<file path="src/rtl/ram_arbiter_pkg.sv">
// Shared types and widths for the CPU/DMA system RAM arbiter.
package ram_arbiter_pkg;

  localparam int unsigned ADDR_W   = 15;
  localparam int unsigned DATA_W   = 8;
  localparam int unsigned BURST_W  = 4;
  localparam int unsigned STARVE_W = 8;

  typedef enum logic {
    CPU_OWN = 1'b0,
    DMA_OWN = 1'b1
  } arb_state_e;

  typedef enum logic [1:0] {
    TAG_NONE = 2'd0,
    TAG_CPU  = 2'd1,
    TAG_DMA  = 2'd2
  } rd_tag_e;

  typedef struct packed {
    logic              we;
    logic [ADDR_W-1:0] addr;
    logic [DATA_W-1:0] din;
  } ram_req_t;

endpackage

</file>
<file path="src/rtl/ram_arbiter_fsm.sv">
// Ownership state, burst/starvation counters and the same-cycle grant decision.
module ram_arbiter_fsm
  import ram_arbiter_pkg::*;
#(
  parameter int unsigned BURST_MAX  = 4,
  parameter int unsigned STARVE_MAX = 8
) (
  input  logic clk,
  input  logic reset,
  input  logic cpu_sel,
  input  logic dma_req,
  output logic grant_cpu,
  output logic grant_dma
);

  arb_state_e          state_q, state_d;
  logic [BURST_W-1:0]  burst_q, burst_d;
  logic [STARVE_W-1:0] starve_q, starve_d;

  always_ff @(posedge clk) begin
    if (reset) begin
      state_q  <= CPU_OWN;
      burst_q  <= '0;
      starve_q <= '0;
    end else begin
      state_q  <= state_d;
      burst_q  <= burst_d;
      starve_q <= starve_d;
    end
  end

  // Grants are held off during reset so the RAM sees no strobe.
  always_comb begin
    state_d   = state_q;
    burst_d   = burst_q;
    starve_d  = starve_q;
    grant_cpu = 1'b0;
    grant_dma = 1'b0;
    if (!reset) begin
      case (state_q)
        CPU_OWN: begin
          if (dma_req && (starve_q == STARVE_W'(STARVE_MAX))) grant_dma = 1'b1;
          else if (cpu_sel)                                   grant_cpu = 1'b1;
          else if (dma_req)                                   grant_dma = 1'b1;
        end
        DMA_OWN: begin
          if (dma_req && (burst_q < BURST_W'(BURST_MAX))) grant_dma = 1'b1;
          else                                            grant_cpu = cpu_sel;
        end
        default: ;
      endcase

      if (grant_dma) begin
        if (state_q == CPU_OWN) begin
          state_d  = DMA_OWN;
          burst_d  = BURST_W'(1);
          starve_d = '0;
        end else begin
          burst_d = burst_q + BURST_W'(1);
        end
      end else begin
        // Any cycle a pending DMA request is refused counts toward preemption.
        state_d = CPU_OWN;
        burst_d = '0;
        if (dma_req && (starve_q != '1)) starve_d = starve_q + STARVE_W'(1);
      end
    end
  end

endmodule

</file>
<file path="src/rtl/ram_arbiter.sv">
// CPU/DMA arbiter in front of the single-ported system RAM.
// Optional stall statistics counter enabled by RAM_ARBITER_STATS_EN.
module ram_arbiter
  import ram_arbiter_pkg::*;
#(
  parameter int unsigned BURST_MAX  = 4,
  parameter int unsigned STARVE_MAX = 8
) (
  input  logic              clk,
  input  logic              reset,
  input  logic              cpu_sel,
  input  logic              cpu_we,
  input  logic [ADDR_W-1:0] cpu_addr,
  input  logic [DATA_W-1:0] cpu_din,
  output logic [DATA_W-1:0] cpu_dout,
  output logic              cpu_rdy,
  input  logic              dma_req,
  input  logic              dma_we,
  input  logic [ADDR_W-1:0] dma_addr,
  input  logic [DATA_W-1:0] dma_din,
  output logic              dma_gnt,
  output logic              dma_valid,
  output logic [DATA_W-1:0] dma_dout,
`ifdef RAM_ARBITER_STATS_EN
  input  logic              stats_clr,
  output logic [15:0]       cpu_stall_cnt,
`endif
  output logic              ram_sel,
  output logic              ram_we,
  output logic [ADDR_W-1:0] ram_addr,
  output logic [DATA_W-1:0] ram_din,
  input  logic [DATA_W-1:0] ram_dout
);

  logic        grant_cpu, grant_dma;
  ram_req_t    cpu_req, dma_req_p, ram_req;
  rd_tag_e     tag_q;
  logic [DATA_W-1:0] cpu_hold_q, dma_hold_q;

  ram_arbiter_fsm #(
    .BURST_MAX  (BURST_MAX),
    .STARVE_MAX (STARVE_MAX)
  ) u_fsm (
    .clk       (clk),
    .reset     (reset),
    .cpu_sel   (cpu_sel),
    .dma_req   (dma_req),
    .grant_cpu (grant_cpu),
    .grant_dma (grant_dma)
  );

  assign cpu_req   = '{we: cpu_we, addr: cpu_addr, din: cpu_din};
  assign dma_req_p = '{we: dma_we, addr: dma_addr, din: dma_din};

  always_comb begin
    ram_req = '0;
    if (grant_cpu)      ram_req = cpu_req;
    else if (grant_dma) ram_req = dma_req_p;
  end

  assign ram_sel  = grant_cpu | grant_dma;
  assign ram_we   = ram_req.we;
  assign ram_addr = ram_req.addr;
  assign ram_din  = ram_req.din;

  assign dma_gnt = grant_dma;
  assign cpu_rdy = !(cpu_sel && grant_dma);

  // Tag each granted read with its owner; the RAM answers one cycle later.
  always_ff @(posedge clk) begin
    if (reset) begin
      tag_q      <= TAG_NONE;
      cpu_hold_q <= '0;
      dma_hold_q <= '0;
    end else begin
      if (grant_cpu && !cpu_we)      tag_q <= TAG_CPU;
      else if (grant_dma && !dma_we) tag_q <= TAG_DMA;
      else                           tag_q <= TAG_NONE;
      if (tag_q == TAG_CPU) cpu_hold_q <= ram_dout;
      if (tag_q == TAG_DMA) dma_hold_q <= ram_dout;
    end
  end

  // Return data passes straight through in the answer cycle, then holds.
  assign cpu_dout  = (tag_q == TAG_CPU) ? ram_dout : cpu_hold_q;
  assign dma_dout  = (tag_q == TAG_DMA) ? ram_dout : dma_hold_q;
  assign dma_valid = (tag_q == TAG_DMA);

`ifdef RAM_ARBITER_STATS_EN
  always_ff @(posedge clk) begin
    if (reset || stats_clr)                       cpu_stall_cnt <= '0;
    else if (!cpu_rdy && (cpu_stall_cnt != '1))   cpu_stall_cnt <= cpu_stall_cnt + 16'd1;
  end
`endif

endmodule
</file>
<file path="config.mk">
export PLATFORM = sky130hd
export DESIGN_NAME = ram_arbiter
export DESIGN_NICKNAME = d
export VERILOG_FILES = /design/src/rtl/ram_arbiter_pkg.sv /design/src/rtl/ram_arbiter_fsm.sv /design/src/rtl/ram_arbiter.sv
export SDC_FILE = /design/constraint.sdc
export NUM_CORES = 1
export LEC_CHECK = 0
export ABC_AREA = 1
export CAP_MARGIN = 20
export CELL_PAD_IN_SITES_DETAIL_PLACEMENT = 1
export CELL_PAD_IN_SITES_GLOBAL_PLACEMENT = 1
export CORE_MARGIN = 5
export CORE_UTILIZATION = 28
export CTS_BUF_LIST = sky130_fd_sc_hd__clkbuf_16
export CTS_CLUSTER_SIZE = 40
export DETAILED_ROUTE_END_ITERATION = 10
export GPL_TIMING_DRIVEN = 1
export PLACE_DENSITY_LB_ADDON = 0.3
export REMOVE_ABC_BUFFERS = 1
export SYNTH_ARGS = -nofsm -noshare
export SYNTH_HDL_FRONTEND = slang
export SYNTH_HIERARCHICAL = 1
export SYNTH_SLANG_ARGS = --single-unit
</file>
<file path="constraint.sdc">
create_clock -name clk -period 2.3 [get_ports clk]
set_input_delay 0.575 -clock clk [delete_from_list [all_inputs] [get_ports clk]]
set_output_delay 0.575 -clock clk [all_outputs]
set_load 0.005 [all_outputs]
</file>
=== Yosys cells after proc, flatten, opt, wreduce, memory -nomap -nowiden ===
Index checks and enable logic that the tools add are counted.

* Bits in registers: 31
* Input bits: 60
* Output and inout port bits: 44
* Logic and storage cells: 56

* Add/sub/neg operators: 2
* $lt $le $gt $ge: 1
* Equality and inequality tests: 5
* Mux-type cells: 23
* Bitwise logic cells: 3
* Reduce and logical (&&, ||, !) cells: 14

{| class="wikitable"
|+ Operator list
! cell !! count
|-
| $mux 24 || 2
|-
| $mux 8 || 5
|-
| $mux 1 || 13
|-
| $add 8x1->8 const B || 1
|-
| $eq 8x4->1 const B || 1
|-
| $ne 8x8->1 const B || 1
|-
| $logic_and 1x1->1 || 6
|-
| $add 4x1->4 const B || 1
|-
| $lt 4x3->1 const B || 1
|-
| $pmux 1 s2 || 2
|-
| $reduce_or 2->1 || 2
|-
| $logic_not 1->1 || 3
|-
| $reduce_or 3->1 || 1
|-
| $eq 2x1->1 const B || 1
|-
| $eq 2x2->1 const B || 1
|-
| $mux 2 || 1
|-
| $ne 2x2->1 const B || 1
|-
| $not 1->1 || 2
|-
| $reduce_and 2->1 || 1
|-
| $reduce_bool 2->1 || 1
|-
| $or 1x1->1 || 1
|}

=== Logic depth before layout (Yosys ltp) ===
Gate-level depths: netlist (run 1).

* Word-level depth: 9
* Mapped depth: 12
* Depth with buffers taken out: 12

=== By module ===
The synthesis (run 1) kept the hierarchy.

{| class="wikitable"
|+ Modules (own cells, without submodules)
! module !! times used !! cells each !! area each (µm²) !! seq. area each (µm²)
|-
| ram_arbiter || 1 || 218 || 1393.8 || 360.3
|-
| ram_arbiter_fsm || 1 || 110 || 789.5 || 260.2
|}

=== Least setup slack after synthesis (run 1) ===
OpenSTA, ideal clock, no wires.

* Path kind: input-to-output
* Start point: input dma_req
* End point: output ram_addr[0]
* Arrival time: 1681 ps
* Data required time: 1725 ps
* Slack: 44 ps
* Stages on the path: 10
* Buffers on the path: 2
* Path through: nand2_1 > nor2_2 > nand2_2 > nand3_4 > nand2_4 > nor2_1 > buf_4 > buf_2 > nand3_1 > nand2_1

* Longest elaborated chain between the ends: 8
* Elaborated cells on any way between the ends: 15
* Those cells by class: mux (13); reduce/logical (2)

{| class="wikitable"
|+ Ends and longest elaborated chain
! item !! RTL line !! RTL
|-
| start, declared || ram_arbiter.sv:17 || <nowiki>input logic dma_req,</nowiki>
|-
| $mux 1 || ram_arbiter_fsm.sv:44 || <nowiki>else if (dma_req) grant_dma = 1'b1;</nowiki>
|-
| $mux 1 || ram_arbiter_fsm.sv:43 || <nowiki>else if (cpu_sel) grant_cpu = 1'b1;</nowiki>
|-
| $mux 1 || ram_arbiter_fsm.sv:42 || <nowiki>if (dma_req && (starve_q == STARVE_W'(STARVE_MAX))) grant_dma = 1'b1;</nowiki>
|-
| $pmux 1 s2 (*) || ram_arbiter_fsm.sv:40 || <nowiki>case (state_q)</nowiki>
|-
| $mux 1 (*) (2 in series) || ram_arbiter_fsm.sv:39 || <nowiki>if (!reset) begin</nowiki>
|-
| via dma_gnt || ram_arbiter.sv:21 || <nowiki>output logic dma_gnt,</nowiki>
|-
| $mux 24 (*) || ram_arbiter.sv:58 || <nowiki>else if (grant_dma) ram_req = dma_req_p;</nowiki>
|-
| $mux 24 (*) || ram_arbiter.sv:57 || <nowiki>if (grant_cpu) ram_req = cpu_req;</nowiki>
|-
| end, declared || ram_arbiter.sv:30 || <nowiki>output logic [ADDR_W-1:0] ram_addr,</nowiki>
|}

The timed path passes the listed nets; every way through them passes the cells marked *. The select of a mux whose other input is x is not followed.

=== Worst setup path in the final report (run 1) ===
* Start point: register u_fsm.starve_q[1]
* End point: output ram_we

* Elaborated cells on any way between the ends: 11
* Those cells by class: eq/ne (1); mux (9); reduce/logical (1)

{| class="wikitable"
|+ RTL lines
! item !! RTL line !! RTL
|-
| start, declared || ram_arbiter_fsm.sv:18 || <nowiki>logic [STARVE_W-1:0] starve_q, starve_d;</nowiki>
|-
| start signal, assigned || ram_arbiter_fsm.sv:28 || <nowiki>starve_q <= starve_d;</nowiki>
|-
| $eq 8x4->1 || ram_arbiter_fsm.sv:42 ||
|-
| $logic_and 1x1->1 || ram_arbiter_fsm.sv:42 ||
|-
| $mux 1 || ram_arbiter_fsm.sv:42 ||
|-
| $pmux 1 s2 || ram_arbiter_fsm.sv:40 ||
|-
| $mux 1 || ram_arbiter_fsm.sv:39 ||
|-
| via grant_cpu || ram_arbiter.sv:35 || <nowiki>logic grant_cpu, grant_dma;</nowiki>
|-
| $mux 24 || ram_arbiter.sv:57 ||
|-
| end, declared || ram_arbiter.sv:29 || <nowiki>output logic ram_we,</nowiki>
|}

The timed path passes the listed nets, and every way through them passes these cells. The select of a mux whose other input is x is not followed.

==> results of run 1 <==
logic make-up after synthesis:
family,count (synthesis),share of synthesized area [%]
xor gates and xnor gates,5,2.01
and+or+nand+nor,208,49.8
buffers and inverters,71,15.4
other,1,0.172
DFF,31,28.4
AOI/OAI and AO/OA,9,2.46
adders and majority gates,3,1.72
sequential cells by signal (all words and copies together), names as in the netlist:
name,cells
cpu_hold_q,8
dma_hold_q,8
u_fsm/starve_q,8
u_fsm/burst_q,4
tag_q,2
u_fsm/state_q,1
power groups by stage:
stage          clock [W]  combinational (W)  sequential (W)
2_1_floorplan          0           0.000176        0.000582
3_3_place_gp           0           0.000491        0.000578
3_5_place_dp           0           0.000502        0.000579
4_1_cts         0.000635           0.000581        0.000570
5_1_grt         0.000660           0.000681        0.000572
6_report        0.000618           0.000633        0.000570
final timing paths:
kind         slack (ns)  cells past startpoint          endpoint
min                0.46                      1  u_fsm/burst_q[0]
max reg2reg        0.36                     15          tag_q[1]
max               -0.24                     14            ram_we
min reg2reg        0.46                      1  u_fsm/burst_q[0]
layer usage:
metal  track usage (%)  vias to the layer above
li1                  -                     1333
met1              18.8                     1283
met2              35.6                      106
met3              7.64                       22
met4              5.04                        0
met5                 0                        -
Yosys cell counts (3+ instances only):
cell type / number
sky130_fd_sc_hd__a21oi_1: 7
sky130_fd_sc_hd__buf_2: 3
sky130_fd_sc_hd__buf_4: 4
sky130_fd_sc_hd__buf_6: 4
sky130_fd_sc_hd__dfxtp_1: 31
sky130_fd_sc_hd__ha_1: 3
sky130_fd_sc_hd__inv_1: 55
sky130_fd_sc_hd__nand2_1: 71
sky130_fd_sc_hd__nand2_2: 33
sky130_fd_sc_hd__nand2_8: 3
sky130_fd_sc_hd__nand3_1: 56
sky130_fd_sc_hd__nor2_1: 16
sky130_fd_sc_hd__nor2_2: 19
sky130_fd_sc_hd__nor3_1: 3
sky130_fd_sc_hd__xor2_1: 4
area by class of cell:
| type | instances | area (µm²) |
|---|---|---|
| tap | 102 | 128 |
| multi-input combinational | 226 | 1490 |
| clock buffer | 5 | 125 |
| fill | 908 | 3350 |
| sequential | 31 | 623 |
| timing repair inverter | 2 | 36.3 |
| timing repair buffer | 171 | 1630 |
| clock inverter | 3 | 11.3 |
| inverter | 58 | 249 |
through the flow:
stage	total power, W	TNS, ns
final	0.00182	-4.91
after detailed placement	0.00108	-23.94
after global routing	0.00191	-7.12
after global placement	0.00107	-22.81
after floorplan	0.000758	-13.86
after CTS	0.00179	-4.75
worst max-delay path, stage by stage, from the launching register on:
cell	delay, ns
sky130_fd_sc_hd__dfxtp_2	0.32
sky130_fd_sc_hd__inv_2	0.07
sky130_fd_sc_hd__ha_4	0.14
sky130_fd_sc_hd__nand2_4	0.04
sky130_fd_sc_hd__nor2_4	0.11
sky130_fd_sc_hd__buf_6	0.12
sky130_fd_sc_hd__nand3_4	0.08
sky130_fd_sc_hd__nand3_4	0.08
sky130_fd_sc_hd__nor2_4	0.05
sky130_fd_sc_hd__buf_8	0.14
sky130_fd_sc_hd__buf_12	0.14
sky130_fd_sc_hd__buf_12	0.13
sky130_fd_sc_hd__a21oi_2	0.09
sky130_fd_sc_hd__nor2_1	0.05
sky130_fd_sc_hd__buf_2	0.12
repair_timing:
item                       in CTS  in global routing
buffers inserted               13                  5
pin swaps                      21                 20
setup endpoints to repair      43                 27
gates resized for setup       187                 50
gates cloned                    7                  1
==> reports/summary.md, run 1 <==
The flow ran to the end, but the final reports show violations. The final reports fail on setup timing. The number of cells in the finished layout apart from fillers was 598. For the area of the core, the log shows 0.00765 mm². Path type of the worst setup path: reg -> out. The async set or reset register ratio after synthesis was 0%.

The floorplan step defined a die boundary enclosing 0.00966 mm². In this run the remaining antenna-violating nets after routing total 0. The clock-pin slew on the worst setup and hold paths came out at 0.05 ns. The startpoint identified for the worst hold timing path is u_fsm/burst_q[0]. The smallest setup slack after layout was -0.241 ns; the worst-case hold slack was 0.456 ns. After the last flow step, the layout net total stands at 558.

During synthesis, Yosys emitted a total of 6 warnings. Detailed placement ended at an HPWL of 5860 µm. In this run the core area contains 32 standard-cell rows. The net switching power came out at 0.000532 W.

For the met3 wirelength from detailed routing, the log shows 862 µm. By area the synthesized netlist is led by sky130_fd_sc_hd__dfxtp_1 28%, sky130_fd_sc_hd__nand3_1 13%, sky130_fd_sc_hd__nand2_1 12%. The detailed router used layers up to and including met4.

TritonCTS built the clock tree. Dividing the detail-routed wire length by the instance count gives 15.9 µm. Cells fill 56.2% of the core in the end. The synthesized design spends more area on one cell type than any other, namely sky130_fd_sc_hd__dfxtp_1. STA puts the critical path data arrival time at 1.97 ns. Clock latency on the worst-skew pair, taken at its later pin, is 0.28 ns. The DRC violations left came out at 0. For the total met2 wirelength after detailed routing, the log shows 5120 µm.

The tools report the count of different cell masters after synthesis as 27. The first global-routing pass estimated 14700 µm of wire. The cell count after synthesis is 328, and the number of antenna violations at the first check in global routing is 0.

Based on the critical path, the design can be clocked at up to 394 MHz. Setup repair after global routing could not meet its margin everywhere. The run gives 567 as the total placed cells including tap cells.

For the via count of the first global-routing pass, the log shows 3123. Of the total power, the clock network draws 33.9%. Entering global routing, the biggest net connects 23 pins. The worst register-to-register path begins at u_fsm/starve_q[1]. The maximum clock insertion buffer count was 2. The run gives 0 as the number of antenna diodes. The number of endpoints with negative hold slack in the final report is 0, and the combined area of all synthesized cells is 0.00218 mm². The top-area cell type share of the netlist area works out to 28.4%.

On the final layout, the worst clock skew is 0.00632 ns. Required time reported for the critical path endpoint: 1.73 ns. The leakage power of the design was 2.16 nW. Averaged over all synthesized cells, the footprint is 6.66 µm². After global routing the overflow that remains totals 0. The tools report the total wire length after detailed routing as 9520 µm.

The worst path needs 2.54 ns of the cycle, external delays included. The layout overhead on the synthesized area is 96.8%, and the starting utilization of the core area is 28.6%. In the final layout, the share of cells above drive strength 1 is 44.4%.

The die outline height is 98.3 µm. The top-level I/O count came out at 104. The number of vias per cell was 4.59; the initial detailed-routing violation count was 31. Per report_power, the sequential group accounts for 31.3% of the total.

In this run switching power makes up 29.2% of total power. Max-cap violations in this run came to 0. For this block, wires on met1 add up to 3280 µm.

The root buffer selected by CTS is sky130_fd_sc_hd__clkbuf_16. The iteration count of the initial detailed-routing pass is 4, and the final weighted congestion of routability-driven global placement is 0.749. The critical path capture point type was a primary output. The run gives 2744 as the detailed-route via count.

The run gives 0 as the hold buffer count at cts. The total clock sinks was 31. The run gives -0.890 ns as the placement-stage worst setup slack.

TritonCTS created 5 clock buffers. In this run the worst path has a maximum fanout of 5. The number of H-tree levels is 2. After detailed placement, the total cell area comes to 0.00361 mm². Setup violations remaining at the end of the flow were counted as 26. The library cells used most frequently in the layout, excluding fill and tap cells, are 57 x sky130_fd_sc_hd__clkdlybuf4s50_1, 53 x sky130_fd_sc_hd__inv_1, 50 x sky130_fd_sc_hd__nand2_1. The die boundary width was 98.3 µm; the power density over the cells was 424 mW/mm². Synthesis inferred 31 register bits.

Dividing the final minimum period by the clock period gives 110%. The number of max-slew violations in the final report came out at 0. Internal power comes to 0.00129 W. Combinational cells account for 34.8% of the total power.

The synthesized design contains 0 enable-type register cells. The tools report the part of the Yosys area used for sequential elements as 28.4%. The peak ir drop on the vdd network was 0.000209 V.

The combined global-route utilization of all metal layers was 18.8%. Number of buffers inserted by port buffering: 103. The worst hold path belongs to the class reg -> reg.

Summing all non-filler instances in the final layout gives an area of 0.00430 mm². The worst setup path is launched from a flop. Top flip-flop cell by instance count after synthesis: sky130_fd_sc_hd__dfxtp_1. Tracing the worst setup path back leads to its startpoint at u_fsm/starve_q[1].

Most common cell after layout, fill and taps aside: sky130_fd_sc_hd__clkdlybuf4s50_1.
Note: power is estimated with default switching activity, not from simulation.
==> inputs of run 2 (changes only) <==
--- a/config.mk
+++ b/config.mk
@@ -17,6 +17,7 @@
 export GPL_TIMING_DRIVEN = 1
 export PLACE_DENSITY_LB_ADDON = 0.3
 export REMOVE_ABC_BUFFERS = 1
+export SETUP_SLACK_MARGIN = 0.02
 export SYNTH_ARGS = -nofsm -noshare
 export SYNTH_HDL_FRONTEND = slang
 export SYNTH_HIERARCHICAL = 1
==> run 2 against run 1 <==
The flow still finishes with violations (setup timing). Flip-flop and latch count unchanged. Global-route usage shrank 0.15 points. Die area unchanged. Sequential share of layout area hardly changed. Worst setup slack better by 0.023 ns. Combinational power hardly changed. Hold slack better by 0.0066 ns. First-iteration DRC count is 35% higher. Fmax rose by 0.90%. Via count is 0.62% higher. Routed wire length is 0.20% lower. Largest cell class unchanged. Largest power group unchanged. Highest routed layer unchanged.
==> reports/summary.md, run 2 (synthesis results as in run 1) <==
Number of buffers inserted by port buffering: 103 (unchanged). The startpoint of the most critical setup path was u_fsm/starve_q[1]. The library cell used most frequently in the layout, excluding fill and tap cells, is sky130_fd_sc_hd__clkdlybuf4s50_1. The total placed cells including tap cells is 567 (unchanged). Per-cell routed wire length: 15.8 µm (-0.53%). The tools report the max-cap violation count as 0 (unchanged).

The run gives 0.00182 W (about the same) as the power consumption. The share of the clock period used by the worst path was 109% (-0.99 points); the placement-stage worst setup slack was -0.890 ns (unchanged). The first-pass GRT wire length was 14700 µm (-0.24%); the post-route minimum period was 2.52 ns (-0.0228 ns). The tools report the number of max-slew violations in the final report as 0 (unchanged). The logs give 42 (+35%) for the initial detailed-routing violation count and 32 (unchanged) for the number of core rows. The run gives 5860 µm (unchanged) as the half-perimeter wire length of the detailed placement result. The logs give 0.00674 ns (+0.000422 ns) for the clock skew and 0 (unchanged) for the number of antenna diodes.

The starting utilization of the core area was 28.6% (unchanged); the DRC violations left was 0 (unchanged). For the combined global-route utilization of all metal layers, the log shows 18.6% (-0.15 points). The run gives 4 (unchanged) as the iteration count of the initial detailed-routing pass. The total wire length after detailed routing came out at 9500 µm (-0.20%).

The peak fanout along the critical path was 5 (unchanged); the number of nets still failing antenna checks after routing was 0 (unchanged). Power density over the cells: 425 mW/mm² (+0.25%). The tools report the final sum of negative setup slack as -4.34 ns (+0.571 ns). The worst register-to-register path begins at u_fsm/starve_q[1].

In the final layout, the registers with the most flip-flops are cpu_hold_q: 8 flops, dma_hold_q: 8 flops, u_fsm/starve_q: 8 flops. Setup repair after global routing could not meet its margin everywhere. The worst hold path belongs to the class reg -> reg. The die boundary width is 98.3 µm (unchanged). The logs give 2.16 nW (about the same) for the leakage power of the design and 0 (unchanged) for the number of endpoints with negative hold slack in the final report.

The tools report the clock latency on the worst-skew pair as 0.28 ns (about the same). The total congestion overflow was 0 (unchanged); the met1 track demand over resource was 18.7% (-0.043 points). Global-route met2 utilization: 35.4% (-0.21 points).

The run gives 7.71% (+0.071 points) as the met3 capacity usage during global routing. The clock-pin slew on the worst setup and hold paths was 0.05 ns (about the same); the required time reported for the critical path endpoint was 1.73 ns (about the same). STA classifies the critical path startpoint as a flop. The worst setup slack for register-to-register paths is 0.38 ns (+0.02 ns), and the total of fill cells in the finished design is 907 (-0.11%).

The depth of the worst hold-timing path was 1 (unchanged); the maximum clock insertion buffer count was 2 (unchanged). The final reports fail on setup timing. The number of antenna violations at the first check in global routing is 0 (unchanged). For the via count of the first global-routing pass, the log shows 3086 (-1.2%). The cell count of the worst reg-to-reg path is 15 (unchanged), and the final weighted congestion of routability-driven global placement is 0.749 (unchanged). The fraction of final layout cells sized beyond drive strength 1 came out at 43.8% (-0.58 points). The global routing stage identified its most utilized layer as met2.

The die outline height works out to 98.3 µm (unchanged). The run gives 26 (unchanged) as the final-report setup violation count. Highest clock frequency the design can meet: 397 MHz (+0.90%).

The detailed-route via count came out at 2761 (+0.62%). The flow ran to the end, but the final reports show violations. The area of the core is 0.00765 mm² (unchanged).

The full die area was 0.00966 mm² (unchanged). By startpoint and endpoint, the worst setup path is classified as reg -> out. The largest net degree at the start of global routing was 23 (unchanged); the smallest setup slack after layout was -0.218 ns (+0.0228 ns).

In the layout the commonest cells are 57 x sky130_fd_sc_hd__clkdlybuf4s50_1, 53 x sky130_fd_sc_hd__inv_1, 50 x sky130_fd_sc_hd__nand2_1. The run gives 1.94 ns (-0.03 ns) as the critical path arrival. The cell sitting at the root of the clock tree is a sky130_fd_sc_hd__clkbuf_16. The startpoint identified for the worst hold timing path is u_fsm/burst_q[0]. The top-level I/O count was 104 (unchanged); the total clock sinks was 31 (unchanged). The number of vias per cell came out at 4.60 (+0.28%). Post-layout net count: 560 (+0.36%). TritonCTS built the clock tree. The number of H-tree levels is 2 (unchanged). The peak ir drop on the vdd network is 0.000206 V (-1.2%), and the layout overhead on the synthesized area is 96.3%. The critical path capture point type is a primary output. The number of cells in the finished layout apart from fillers was 600 (+0.33%); the CTS buffer count was 5 (unchanged).
run 2: changes by cell type in the layout (fill, tap and decap cells not counted), sizes merged:
cell	delta
buf	+2
run 2: final cells by class:
class	instances	area, µm²	area share [%]
Clock buffer	5	125	2.92
Clock inverter	3	11.3	0.263
Inverter	58	249	5.81
Multi-Input combinational cell	226	1460	34.0
Sequential cell	31	623	14.5
Tap cell	102	128	2.98
Timing Repair Buffer	173	1660	38.7
Timing Repair inverter	2	32.5	0.759
run 2: worst max-delay path, stage by stage, from the launching register on:
cell and delay, ns:
sky130_fd_sc_hd__dfxtp_2 0.33, sky130_fd_sc_hd__inv_2 0.07, sky130_fd_sc_hd__ha_4 0.14, sky130_fd_sc_hd__nand2_4 0.04
sky130_fd_sc_hd__nor2_4 0.11, sky130_fd_sc_hd__buf_6 0.11, sky130_fd_sc_hd__nand3_4 0.07, sky130_fd_sc_hd__nand3_4 0.07
sky130_fd_sc_hd__nor2_4 0.04, sky130_fd_sc_hd__buf_8 0.14, sky130_fd_sc_hd__buf_12 0.14, sky130_fd_sc_hd__buf_12 0.13
sky130_fd_sc_hd__a21oi_2 0.09, sky130_fd_sc_hd__nor2_1 0.05, sky130_fd_sc_hd__buf_2 0.12
run 2: final timing paths:
check,endpoint
setup reg to reg,tag_q[1]
setup / recovery,ram_we
hold / removal,u_fsm/burst_q[0]
hold reg to reg,u_fsm/burst_q[0]
run 2: repair_timing:
action | CTS | global route
resized for setup | 188 | 41
hold buffers | 0 | 0
cloned | 7 | 1
hold endpoints to repair | 0 | 0
endpoints found under the setup margin | 43 | 27
setup buffers | 13 | 5
pin swaps | 21 | 18
run 2: report_power, final:
group | leakage (nW) | internal [W] | switching, W
registers | 0.253 | 0.000559 | 0.0000112
logic | 1.84 | 0.000343 | 0.000289
clock network | 0.0701 | 0.000388 | 0.000229
run 2: through the flow:
step / util (%) / hold WS [ns] / instance area, µm²
6_report: 56.0 / 0.462 / 4290
4_1_cts: 53.6 / 0.463 / 4100
3_5_place_dp: 47.2 / 0.451 / 3610
2_1_floorplan: - / 0.420 / 2080
5_1_grt: 56.0 / 0.479 / 4290
3_3_place_gp: 47.2 / 0.444 / 3610
run 2: routing by layer:
metal / routed length (µm) / vias to the layer above
li1: - / 1335
met1: 3310 / 1296
met2: 5040 / 112
met3: 962 / 18
met4: 192 / 0
met5: 0 / -
==> inputs of run 3 (changes only) <==
--- a/config.mk
+++ b/config.mk
@@ -12,6 +12,7 @@
 export CORE_MARGIN = 5
 export CORE_UTILIZATION = 28
 export CTS_BUF_LIST = sky130_fd_sc_hd__clkbuf_16
+export CTS_CLUSTER_DIAMETER = 100
 export CTS_CLUSTER_SIZE = 40
 export DETAILED_ROUTE_END_ITERATION = 10
 export GPL_TIMING_DRIVEN = 1
==> results of run 3 <==
Final layout, timing and power as in run 2 (identical DEF).
